## config.mk

```make
export PLATFORM = sky130hd
export DESIGN_NAME = rx_wr_mem_eng
export DESIGN_NICKNAME = d
export VERILOG_FILES = /design/src/rtl/rx_wr_mem_pkg.sv /design/src/rtl/rx_wr_mem_eng_ctrl.sv /design/src/rtl/rx_wr_mem_eng.sv
export SDC_FILE = /design/constraint.sdc
export NUM_CORES = 1
export LEC_CHECK = 0
export BUFFER_PORTS_ARGS = -buffer_cell sky130_fd_sc_hd__buf_2
export CAP_MARGIN = 30
export CORE_AREA = 2 2 519 521
export DETAILED_ROUTE_END_ITERATION = 10
export DIE_AREA = 0 0 521 523
export HOLD_SLACK_MARGIN = 0.05
export MAX_ROUTING_LAYER = met4
export PLACE_DENSITY_LB_ADDON = 0.2
export SYNTH_ARGS = -nofsm -noshare
export SYNTH_HDL_FRONTEND = slang
export SYNTH_SLANG_ARGS = --single-unit
```

## constraint.sdc

```tcl
create_clock -name clk -period 3.4 [get_ports clk]
set_clock_uncertainty 0.1 [all_clocks]
set_input_delay 0.68 -clock clk [delete_from_list [all_inputs] [get_ports clk]]
set_output_delay 0.68 -clock clk [all_outputs]
set_load 0.05 [all_outputs]
```

## src/rtl/rx_wr_mem_pkg.sv

```systemverilog
// Shared types and constants for the RX payload write engine: FSM states, NoC header layout, beat math.
package rx_wr_mem_pkg;
    localparam int XY_WIDTH            = 8;
    localparam int FLOW_ID_W           = 3;
    localparam int PAYLOAD_PTR_W       = 16;
    localparam int MSG_DATA_SIZE_WIDTH = 16;
    localparam int MAC_INTERFACE_W     = 256;
    localparam int MAC_PADBYTES_W      = 5;
    localparam int NOC_DATA_WIDTH      = 512;
    localparam int MSG_TYPE_W          = 8;
    localparam int BYTES_PER_BEAT      = MAC_INTERFACE_W / 8;
    localparam int BEAT_SHIFT          = $clog2(BYTES_PER_BEAT);

    localparam logic [MSG_TYPE_W-1:0] MSG_TYPE_STORE_MEM     = 8'h20;
    localparam logic [MSG_TYPE_W-1:0] MSG_TYPE_STORE_MEM_ACK = 8'h21;

    localparam int HDR_USED = 4*XY_WIDTH + MSG_TYPE_W + MSG_DATA_SIZE_WIDTH
                            + FLOW_ID_W + PAYLOAD_PTR_W + MSG_DATA_SIZE_WIDTH;
    localparam int HDR_PAD  = NOC_DATA_WIDTH - HDR_USED;

    typedef enum logic [2:0] {IDLE, HDR, DATA, WAIT_RESP, DONE} state_e;

    typedef struct packed {
        logic [XY_WIDTH-1:0]                      dst_x;
        logic [XY_WIDTH-1:0]                      dst_y;
        logic [XY_WIDTH-1:0]                      src_x;
        logic [XY_WIDTH-1:0]                      src_y;
        logic [MSG_TYPE_W-1:0]                    msg_type;
        logic [MSG_DATA_SIZE_WIDTH-1:0]           msg_len;
        logic [FLOW_ID_W+PAYLOAD_PTR_W-1:0]       addr;
        logic [MSG_DATA_SIZE_WIDTH-1:0]           data_size;
        logic [HDR_PAD-1:0]                       rsvd;
    } noc_hdr_t;

    function automatic logic [MSG_DATA_SIZE_WIDTH-1:0] calc_beats(input logic [MSG_DATA_SIZE_WIDTH-1:0] size);
        logic [MSG_DATA_SIZE_WIDTH-1:0] q;
        q = size >> BEAT_SHIFT;
        return q + {{(MSG_DATA_SIZE_WIDTH-1){1'b0}}, |size[BEAT_SHIFT-1:0]};
    endfunction
endpackage

```

## src/rtl/rx_wr_mem_eng_ctrl.sv

```systemverilog
// Control FSM and beat counters for the RX payload write engine.
module rx_wr_mem_eng_ctrl
    import rx_wr_mem_pkg::*;
(
    input  logic                           clk,
    input  logic                           rst_n,
    input  logic                           i_req_val,
    input  logic [MSG_DATA_SIZE_WIDTH-1:0] i_req_size,
    input  logic                           i_data_val,
    input  logic                           i_noc_out_rdy,
    input  logic                           i_noc_in_val,
    input  logic                           i_noc_in_is_ack,
    input  logic                           i_done_rdy,
    output state_e                         o_state,
    output logic                           o_req_rdy,
    output logic                           o_req_fire,
    output logic                           o_data_rdy,
    output logic                           o_noc_out_val,
    output logic                           o_noc_in_rdy,
    output logic                           o_done_val,
    output logic                           o_beat_xfer,
    output logic [MSG_DATA_SIZE_WIDTH-1:0] o_beat_cnt,
    output logic [MSG_DATA_SIZE_WIDTH-1:0] o_beats
);
    state_e                         r_state, w_next;
    logic [MSG_DATA_SIZE_WIDTH-1:0] r_beats, r_beat_cnt;
    logic                           r_out_en;
    logic                           w_last_beat;

    assign w_last_beat = (r_beat_cnt == r_beats - MSG_DATA_SIZE_WIDTH'(1));
    assign o_req_fire  = o_req_rdy & i_req_val;
    assign o_beat_xfer = (r_state == DATA) & i_data_val & i_noc_out_rdy;
    assign o_state     = r_state;
    assign o_beat_cnt  = r_beat_cnt;
    assign o_beats     = r_beats;

    always_comb begin
        w_next        = r_state;
        o_req_rdy     = 1'b0;
        o_data_rdy    = 1'b0;
        o_noc_out_val = 1'b0;
        o_noc_in_rdy  = 1'b0;
        o_done_val    = 1'b0;
        case (r_state)
            IDLE: begin
                // r_out_en keeps req_rdy low while reset is held and for one cycle after
                o_req_rdy = r_out_en;
                if (i_req_val && r_out_en)
                    w_next = (i_req_size == '0) ? DONE : HDR;
            end
            HDR: begin
                o_noc_out_val = 1'b1;
                if (i_noc_out_rdy) w_next = DATA;
            end
            DATA: begin
                o_noc_out_val = i_data_val;
                o_data_rdy    = i_noc_out_rdy;
                if (o_beat_xfer && w_last_beat) w_next = WAIT_RESP;
            end
            WAIT_RESP: begin
                o_noc_in_rdy = 1'b1;
                if (i_noc_in_val && i_noc_in_is_ack) w_next = DONE;
            end
            DONE: begin
                o_done_val = 1'b1;
                if (i_done_rdy) w_next = IDLE;
            end
            default: w_next = IDLE;
        endcase
    end

    always_ff @(posedge clk or negedge rst_n) begin
        if (!rst_n) begin
            r_state    <= IDLE;
            r_beats    <= '0;
            r_beat_cnt <= '0;
            r_out_en   <= 1'b0;
        end else begin
            r_state  <= w_next;
            r_out_en <= 1'b1;
            if (o_req_fire) begin
                r_beats    <= calc_beats(i_req_size);
                r_beat_cnt <= '0;
            end else if (o_beat_xfer) begin
                r_beat_cnt <= w_last_beat ? '0 : r_beat_cnt + MSG_DATA_SIZE_WIDTH'(1);
            end
        end
    end
endmodule

```

## src/rtl/rx_wr_mem_eng.sv

```systemverilog
// RX payload write engine: one NoC0 store message per request, done after store ack.
// Optional framing/range checking is enabled by defining RX_WR_MEM_ERR_CHK_EN.
module rx_wr_mem_eng
    import rx_wr_mem_pkg::*;
#(
    parameter logic [XY_WIDTH-1:0] SRC_X      = 0,
    parameter logic [XY_WIDTH-1:0] SRC_Y      = 0,
    parameter logic [XY_WIDTH-1:0] DST_DRAM_X = 1,
    parameter logic [XY_WIDTH-1:0] DST_DRAM_Y = 0
) (
    input  logic                           clk,
    input  logic                           rst_n,
    input  logic                           src_wr_mem_rx_req_val,
    input  logic [FLOW_ID_W-1:0]           src_wr_mem_rx_req_flowid,
    input  logic [PAYLOAD_PTR_W-1:0]       src_wr_mem_rx_req_offset,
    input  logic [MSG_DATA_SIZE_WIDTH-1:0] src_wr_mem_rx_req_size,
    output logic                           wr_mem_src_rx_req_rdy,
    input  logic                           src_wr_mem_rx_data_val,
    input  logic [MAC_INTERFACE_W-1:0]     src_wr_mem_rx_data,
    input  logic                           src_wr_mem_rx_data_last,
    input  logic [MAC_PADBYTES_W-1:0]      src_wr_mem_rx_data_padbytes,
    output logic                           wr_mem_src_rx_data_rdy,
    output logic [NOC_DATA_WIDTH-1:0]      wr_mem_noc0_data,
    output logic                           wr_mem_noc0_val,
    input  logic                           noc0_wr_mem_rdy,
    input  logic [NOC_DATA_WIDTH-1:0]      noc0_wr_mem_data,
    input  logic                           noc0_wr_mem_val,
    output logic                           wr_mem_noc0_rdy,
    output logic                           wr_mem_dst_rx_done_val,
    output logic [FLOW_ID_W-1:0]           wr_mem_dst_rx_done_flowid,
    input  logic                           dst_wr_mem_rx_done_rdy,
    output logic                           wr_mem_err
);
    state_e                         w_state;
    logic                           w_req_fire, w_beat_xfer, w_is_ack;
    logic [MSG_DATA_SIZE_WIDTH-1:0] w_beat_cnt, w_beats;
    logic [FLOW_ID_W-1:0]           r_flowid;
    logic [PAYLOAD_PTR_W-1:0]       r_offset;
    logic [MSG_DATA_SIZE_WIDTH-1:0] r_size;
    noc_hdr_t                       w_hdr, w_in_hdr;
    logic                           w_unused;

    assign w_in_hdr = noc_hdr_t'(noc0_wr_mem_data);
    assign w_is_ack = (w_in_hdr.msg_type == MSG_TYPE_STORE_MEM_ACK);
    assign w_unused = ^{noc0_wr_mem_data, src_wr_mem_rx_data_last, src_wr_mem_rx_data_padbytes, w_beat_cnt};

    rx_wr_mem_eng_ctrl u_ctrl (
        .clk             (clk),
        .rst_n           (rst_n),
        .i_req_val       (src_wr_mem_rx_req_val),
        .i_req_size      (src_wr_mem_rx_req_size),
        .i_data_val      (src_wr_mem_rx_data_val),
        .i_noc_out_rdy   (noc0_wr_mem_rdy),
        .i_noc_in_val    (noc0_wr_mem_val),
        .i_noc_in_is_ack (w_is_ack),
        .i_done_rdy      (dst_wr_mem_rx_done_rdy),
        .o_state         (w_state),
        .o_req_rdy       (wr_mem_src_rx_req_rdy),
        .o_req_fire      (w_req_fire),
        .o_data_rdy      (wr_mem_src_rx_data_rdy),
        .o_noc_out_val   (wr_mem_noc0_val),
        .o_noc_in_rdy    (wr_mem_noc0_rdy),
        .o_done_val      (wr_mem_dst_rx_done_val),
        .o_beat_xfer     (w_beat_xfer),
        .o_beat_cnt      (w_beat_cnt),
        .o_beats         (w_beats)
    );

    always_ff @(posedge clk or negedge rst_n) begin
        if (!rst_n) begin
            r_flowid <= '0;
            r_offset <= '0;
            r_size   <= '0;
        end else if (w_req_fire) begin
            r_flowid <= src_wr_mem_rx_req_flowid;
            r_offset <= src_wr_mem_rx_req_offset;
            r_size   <= src_wr_mem_rx_req_size;
        end
    end

    assign wr_mem_dst_rx_done_flowid = r_flowid;

    always_comb begin
        w_hdr           = '0;
        w_hdr.dst_x     = DST_DRAM_X;
        w_hdr.dst_y     = DST_DRAM_Y;
        w_hdr.src_x     = SRC_X;
        w_hdr.src_y     = SRC_Y;
        w_hdr.msg_type  = MSG_TYPE_STORE_MEM;
        w_hdr.msg_len   = w_beats;
        w_hdr.addr      = {r_flowid, r_offset};
        w_hdr.data_size = r_size;
    end

    always_comb begin
        wr_mem_noc0_data = '0;
        if (w_state == HDR)       wr_mem_noc0_data = w_hdr;
        else if (w_state == DATA) wr_mem_noc0_data = NOC_DATA_WIDTH'(src_wr_mem_rx_data);
    end

`ifdef RX_WR_MEM_ERR_CHK_EN
    logic                      r_err, w_last_beat, w_ovf, w_frame_err;
    logic [MAC_PADBYTES_W-1:0] w_pad_exp;

    // beats*BYTES - size reduces to (-size) mod BYTES_PER_BEAT
    assign w_pad_exp   = MAC_PADBYTES_W'(0) - r_size[MAC_PADBYTES_W-1:0];
    assign w_last_beat = (w_beat_cnt == w_beats - MSG_DATA_SIZE_WIDTH'(1));
    assign w_ovf       = ({1'b0, src_wr_mem_rx_req_offset} + {1'b0, src_wr_mem_rx_req_size})
                         > {1'b1, {PAYLOAD_PTR_W{1'b0}}};
    assign w_frame_err = (src_wr_mem_rx_data_last != w_last_beat)
                         || (w_last_beat && (src_wr_mem_rx_data_padbytes != w_pad_exp));

    always_ff @(posedge clk or negedge rst_n) begin
        if (!rst_n)
            r_err <= 1'b0;
        else if ((w_req_fire && w_ovf) || (w_beat_xfer && w_frame_err))
            r_err <= 1'b1;
    end
    assign wr_mem_err = r_err;
`else
    assign wr_mem_err = 1'b0;
`endif
endmodule

```

[Word level (Yosys, flattened, before mapping)]
Cells that the tools add are included.
Cells by class
  $add $sub $neg: 3
  equality and inequality tests: 11
  mux-type cells: 17
  bitwise gates (word level): 3
  reduce and logical (&&, ||, !) cells: 8
Operators with widths (number)
  $mux W505: 1
  $mux W256: 1
  $mux W16: 3
  $mux W3: 6
  $add A16 B1 Y16 const B: 1
  $eq A16 B16 Y1: 1
  $logic_not A16 Y1: 1
  $sub A16 B1 Y16 const B: 1
  $pmux W3 S5: 1
  $add A11 B1 Y12: 1
  $eq A8 B6 Y1 const B: 1
  $eq A3 B2 Y1 const B: 2
  $ne A2 B1 Y1 const B: 3
  $reduce_and A5 Y1: 1
  $reduce_or A5 Y1: 1
  $mux W1: 4
  $ne A2 B2 Y1 const B: 2
  $and A1 B1 Y1: 3
  $eq A3 B1 Y1 const B: 1
  $eq A3 B3 Y1 const B: 1
  $logic_and A1 B1 Y1: 3
  $logic_not A3 Y1: 1
  $pmux W1 S2: 1
  $reduce_bool A2 Y1: 1
Word-level totals
  bits in registers: 71
  output and inout bits: 521
  logic and storage cells: 49

[Depth between registers and ports, before layout]
  word-level depth: 6
  gate-level depth with buffers: 10
  gate-level depth less buffers: 8

[Hierarchy]
From an unflattened synthesis, not the netlist that was laid out.
Unflattened totals
  cell total of the unflattened synthesis: 919
  area total of the unflattened synthesis: 7340.8 um2
Modules (own cells, without submodules)
  rx_wr_mem_eng: times used 1, cells an instance 625, area each 4959.8 um2
  rx_wr_mem_eng_ctrl: times used 1, cells an instance 294, area each 2381.0 um2

[Worst setup path after synthesis]
No wires, ideal clock.
  kind: reg2out
  start point: reg u_ctrl.r_state[0] (netlist: u_ctrl.o_state[0])
  end point: out wr_mem_noc0_data[461]
  arrival: 2.007 ns
  slack: 0.613 ns
  stages on the path, launching flop included: 5
  cells stage by stage: dfrtp_1 > clkbuf_1 > and3_1 > clkbuf_1 > and2_1
On the way
  word-level cells in the longest chain between the ends: 2
RTL lines
  from (decl): line rx_wr_mem_eng_ctrl.sv:25  | state_e r_state, w_next;
  from (signal assigned): line rx_wr_mem_eng_ctrl.sv:79  | r_state <= w_next;
  $eq A3 B1 Y1: line rx_wr_mem_eng.sv:97  | if (w_state == HDR) wr_mem_noc0_data = w_hdr;
  $mux W505: line rx_wr_mem_eng.sv:97
  to (decl): line rx_wr_mem_eng.sv:23  | output logic [NOC_DATA_WIDTH-1:0] wr_mem_noc0_data,
Every way passes these cells.

[Final worst setup path]
  start point: reg u_ctrl.r_state[2] (netlist: u_ctrl.o_state[2])
  end point: out wr_mem_noc0_data[161]
On the way
  word-level cells in the longest chain between the ends: 3
  elaborated cells on any way between the ends: 4
  those cells by class: eq/ne: 2; mux: 2
RTL lines
  $eq A3 B2 Y1: line rx_wr_mem_eng.sv:98  | else if (w_state == DATA) wr_mem_noc0_data = NOC_DATA_WIDTH'(src_wr_mem_rx_data);
  $mux W256: line rx_wr_mem_eng.sv:98
  $mux W505 (*): line rx_wr_mem_eng.sv:97
Every way passes the cells marked *; elsewhere a longest branch is shown, timed or not.

==> metrics.yaml <==
run_status:
  outcome: "completed"
global_routing:
  grt_max_degree: 102
  grt_overflow: 0
  grt_pass1_vias: 8046
  grt_pass1_wl_um: 106400
  antenna_found_initial: 97
  track_usage_pct: 6.570
detailed_routing:
  ant_nets: 0
  first_pass_iters: 4
  drt_iter0_drc: 267
  num_vias: 8383
  wl_um: 90370
  vias_per_cell: 1.644
  drc_errors: 0
  wl_per_cell_um: 17.73
synth:
  synth_top_cell_by_area: "and2_1"
  async_flop_share_pct: 100.0
  synth_ff_type: "dfrtp_1"
  yosysMostFrequentCell: "and2_1"
  synth.area.top_cells: "and2_1, dfrtp_1, buf_4"
  synth_seq_cells: 67
  ys_types: 54
  syn_area_um2: 7153
  yosysWarningCount: 0
  synth-seq-area-share_pct: 23.44
  synthTopCellsByCount: "and2_1, buf_4, dfrtp_1, clkbuf_1, mux2_2"
  synth_edf_count: 0
  synthCells: 887
  yosysTopAreaCellShare_pct: 26.67
  syn_avg_cell_area_um2: 8.064
pwr:
  ir_drop_uv: 603.9
  powerDensity_nw_per_um2: 898.0
  p_leak_uw: 0.006288
critical_path:
  crit_slowest_cell: "dfrtp_1"
  startpoint_type: "flip-flop"
  critical-path-top-delay-family: "buffers and inverters"
  worstPathArrival_ns: 2.45
  r2r_end: "u_ctrl.o_beat_cnt[5]$_DFFE_PN0P_"
  worst_path_most_repeated_cell: "buf_12"
  r2r_slack_ns: 0.55
  worstPathBufferInverterCount: 3
  critical_path_required_ns: 2.62
  crit_path_end_kind: "output pin"
  critical_path_class: "flip-flop to output pin"
  cp_cell_sequence: "nor3b_4 > buf_12 > buf_12 > and2_1 > buf_2"
  crit_cells: 5
  startpoint: "u_ctrl.o_state[2]$_DFFE_PN0P_"
  endpoint: "wr_mem_noc0_data[161]"
  max_stage_delay_ns: 0.47
  r2r_start: "u_ctrl.o_beats[0]$_DFFE_PN0P_"
  worstRegToRegCells: 9
  crit_fanout: 101
cts:
  root_buffer: "clkbuf_16"
  clk_latency_ns: 0.37
  post_cts_buffers: 0
  clk_pin_slew_ns: 0.07
  cts_made_buffers: 9
  cts_resized: 0
  clock_sinks: 67
  hold_buffers: 0
  clk_path_buf_depth: 2
  cts_tree: "yes"
  cts.htree.levels: 3
sta:
  tightest_slew_ns: 0.8100
  slew_headroom_pct: 46.00
  fmax_mhz: 310.0
  drv_slew: 0
  rsz0062_at_grt: "false"
  finalCritPeriodShare_pct: 94.89
  finalWorstPathRequiredPeriod_ns: 3.226
  setup_slack_ns: 0.1738
  setup_viol: 0
  hold_viol_final: 0
  tns_ns: 0
placement:
  dpl_worst_slack_ns: 0.4789
  io_buffers: 618
  dp_hpwl_um: 84260
  place_congestion: 0.9269
floorplanning:
  initial_core_util_pct: 2.679
  dieArea_um2: 272500
  dieHeight_um: 523
  core_um2: 267000
  io_pins: 1337
  num_rows: 190
  die_w_um: 521
run:
  max_cap_violations: 0
final_layout:
  num-fill-cells: 31559
  syn_to_final_growth_pct: 114.9
  fin_util_pct: 5.758
  multi_input_area_um2: 4469
  fin_nets: 2302
  seq_area_um2: 1677
  drive_gt1_share_pct: 46.94
min_path:
  hold_path_class: "input pin to asynchronous set/reset pin"
-- final cells by class --
cell class | count | share of cell area (%)
inverter | 6 | 0.1465
antenna | 59 | 0.9605
sequential | 67 | 10.91
clock inverter | 7 | 0.5291
clock buffer | 9 | 1.465
tap | 3552 | 28.91
multi-input combinational | 761 | 29.08
timing repair buffer | 637 | 28.00
-- metrics by stage --
stage	hold slack (ns)	cell area [um^2]	cells	total power, uW
after detailed placement	0.3875	14920	5023	13160
final	0.2327	15370	5098	13800
after global placement	0.3845	14920	5023	13190
after floorplan	0.2844	7930	1094	8364
after global routing	0.2758	15360	5093	14610
after CTS	0.2669	15220	5039	14340
-- layout by cell type (no fill, tap or decap), types with 3 or more instances in the layout --
master     instances
a211o_1            4
a21o_1             4
a21oi_1           12
and2_1           305
and3_1             8
buf_12            72
buf_2            551
buf_4             14
clkbuf_16          9
conb_1           209
dfrtp_1           67
diode_2           59
ha_1               4
inv_1              6
inv_6              4
mux2_2            35
nand2_1           23
nand3_1           13
nand4_1            7
nor2_1            28
nor2b_1            3
nor3_1            18
nor4_1             6
o211ai_1           4
o21ai_0            5
xnor2_1           11
xor2_1            20
-- state kept, by name, indices dropped and copies added (netlist names) --
name and cells:
r_offset 16, r_size 16, u_ctrl.o_beat_cnt 16, u_ctrl.o_beats 12, u_ctrl.o_state 3, wr_mem_dst_rx_done_flowid 3
u_ctrl.r_out_en 1
-- logic make-up (layout without fill, tap and decap cells) --
family	Yosys count	count (layout)	share of synthesized area, %
muxes	35	35	5.510
buffers and inverters	266	659	25.07
adders and majority gates	4	4	0.6997
AOI/OAI and AO/OA	51	51	5.318
and+or+nand+nor	431	431	36.07
DFF	67	67	23.44
xor gates and xnor gates	31	31	3.796
other	2	268	0.1050
-- layer usage --
metal  vias up  share of wire, %  track usage, %  wire [um]
met4         0               4.9           2.821       4411
met2       763                50           11.53      45360
met1      3767                28           5.201      25290
met3       132                17           4.581      15310
met5         -                 0               -          0
li1       3721                 -               -          -
-- how the worst min path moves through the flow --
stage               depth (start not counted)                       end                startpoint
floorplan                                   0   r_offset[0]$_DFFE_PN0P_                     rst_n
global placement                            1  r_offset[14]$_DFFE_PN0P_  r_offset[14]$_DFFE_PN0P_
detailed placement                          1  r_offset[13]$_DFFE_PN0P_  r_offset[13]$_DFFE_PN0P_
CTS                                         1   r_offset[1]$_DFFE_PN0P_                     rst_n
global route                                1   r_offset[1]$_DFFE_PN0P_                     rst_n
finish                                      1   r_offset[1]$_DFFE_PN0P_                     rst_n
-- report_power, final --
group	internal, uW	switching, uW
logic	2910	8430
clock network	583	518
registers	1100	256
Note: power is estimated with default switching activity, not from simulation.
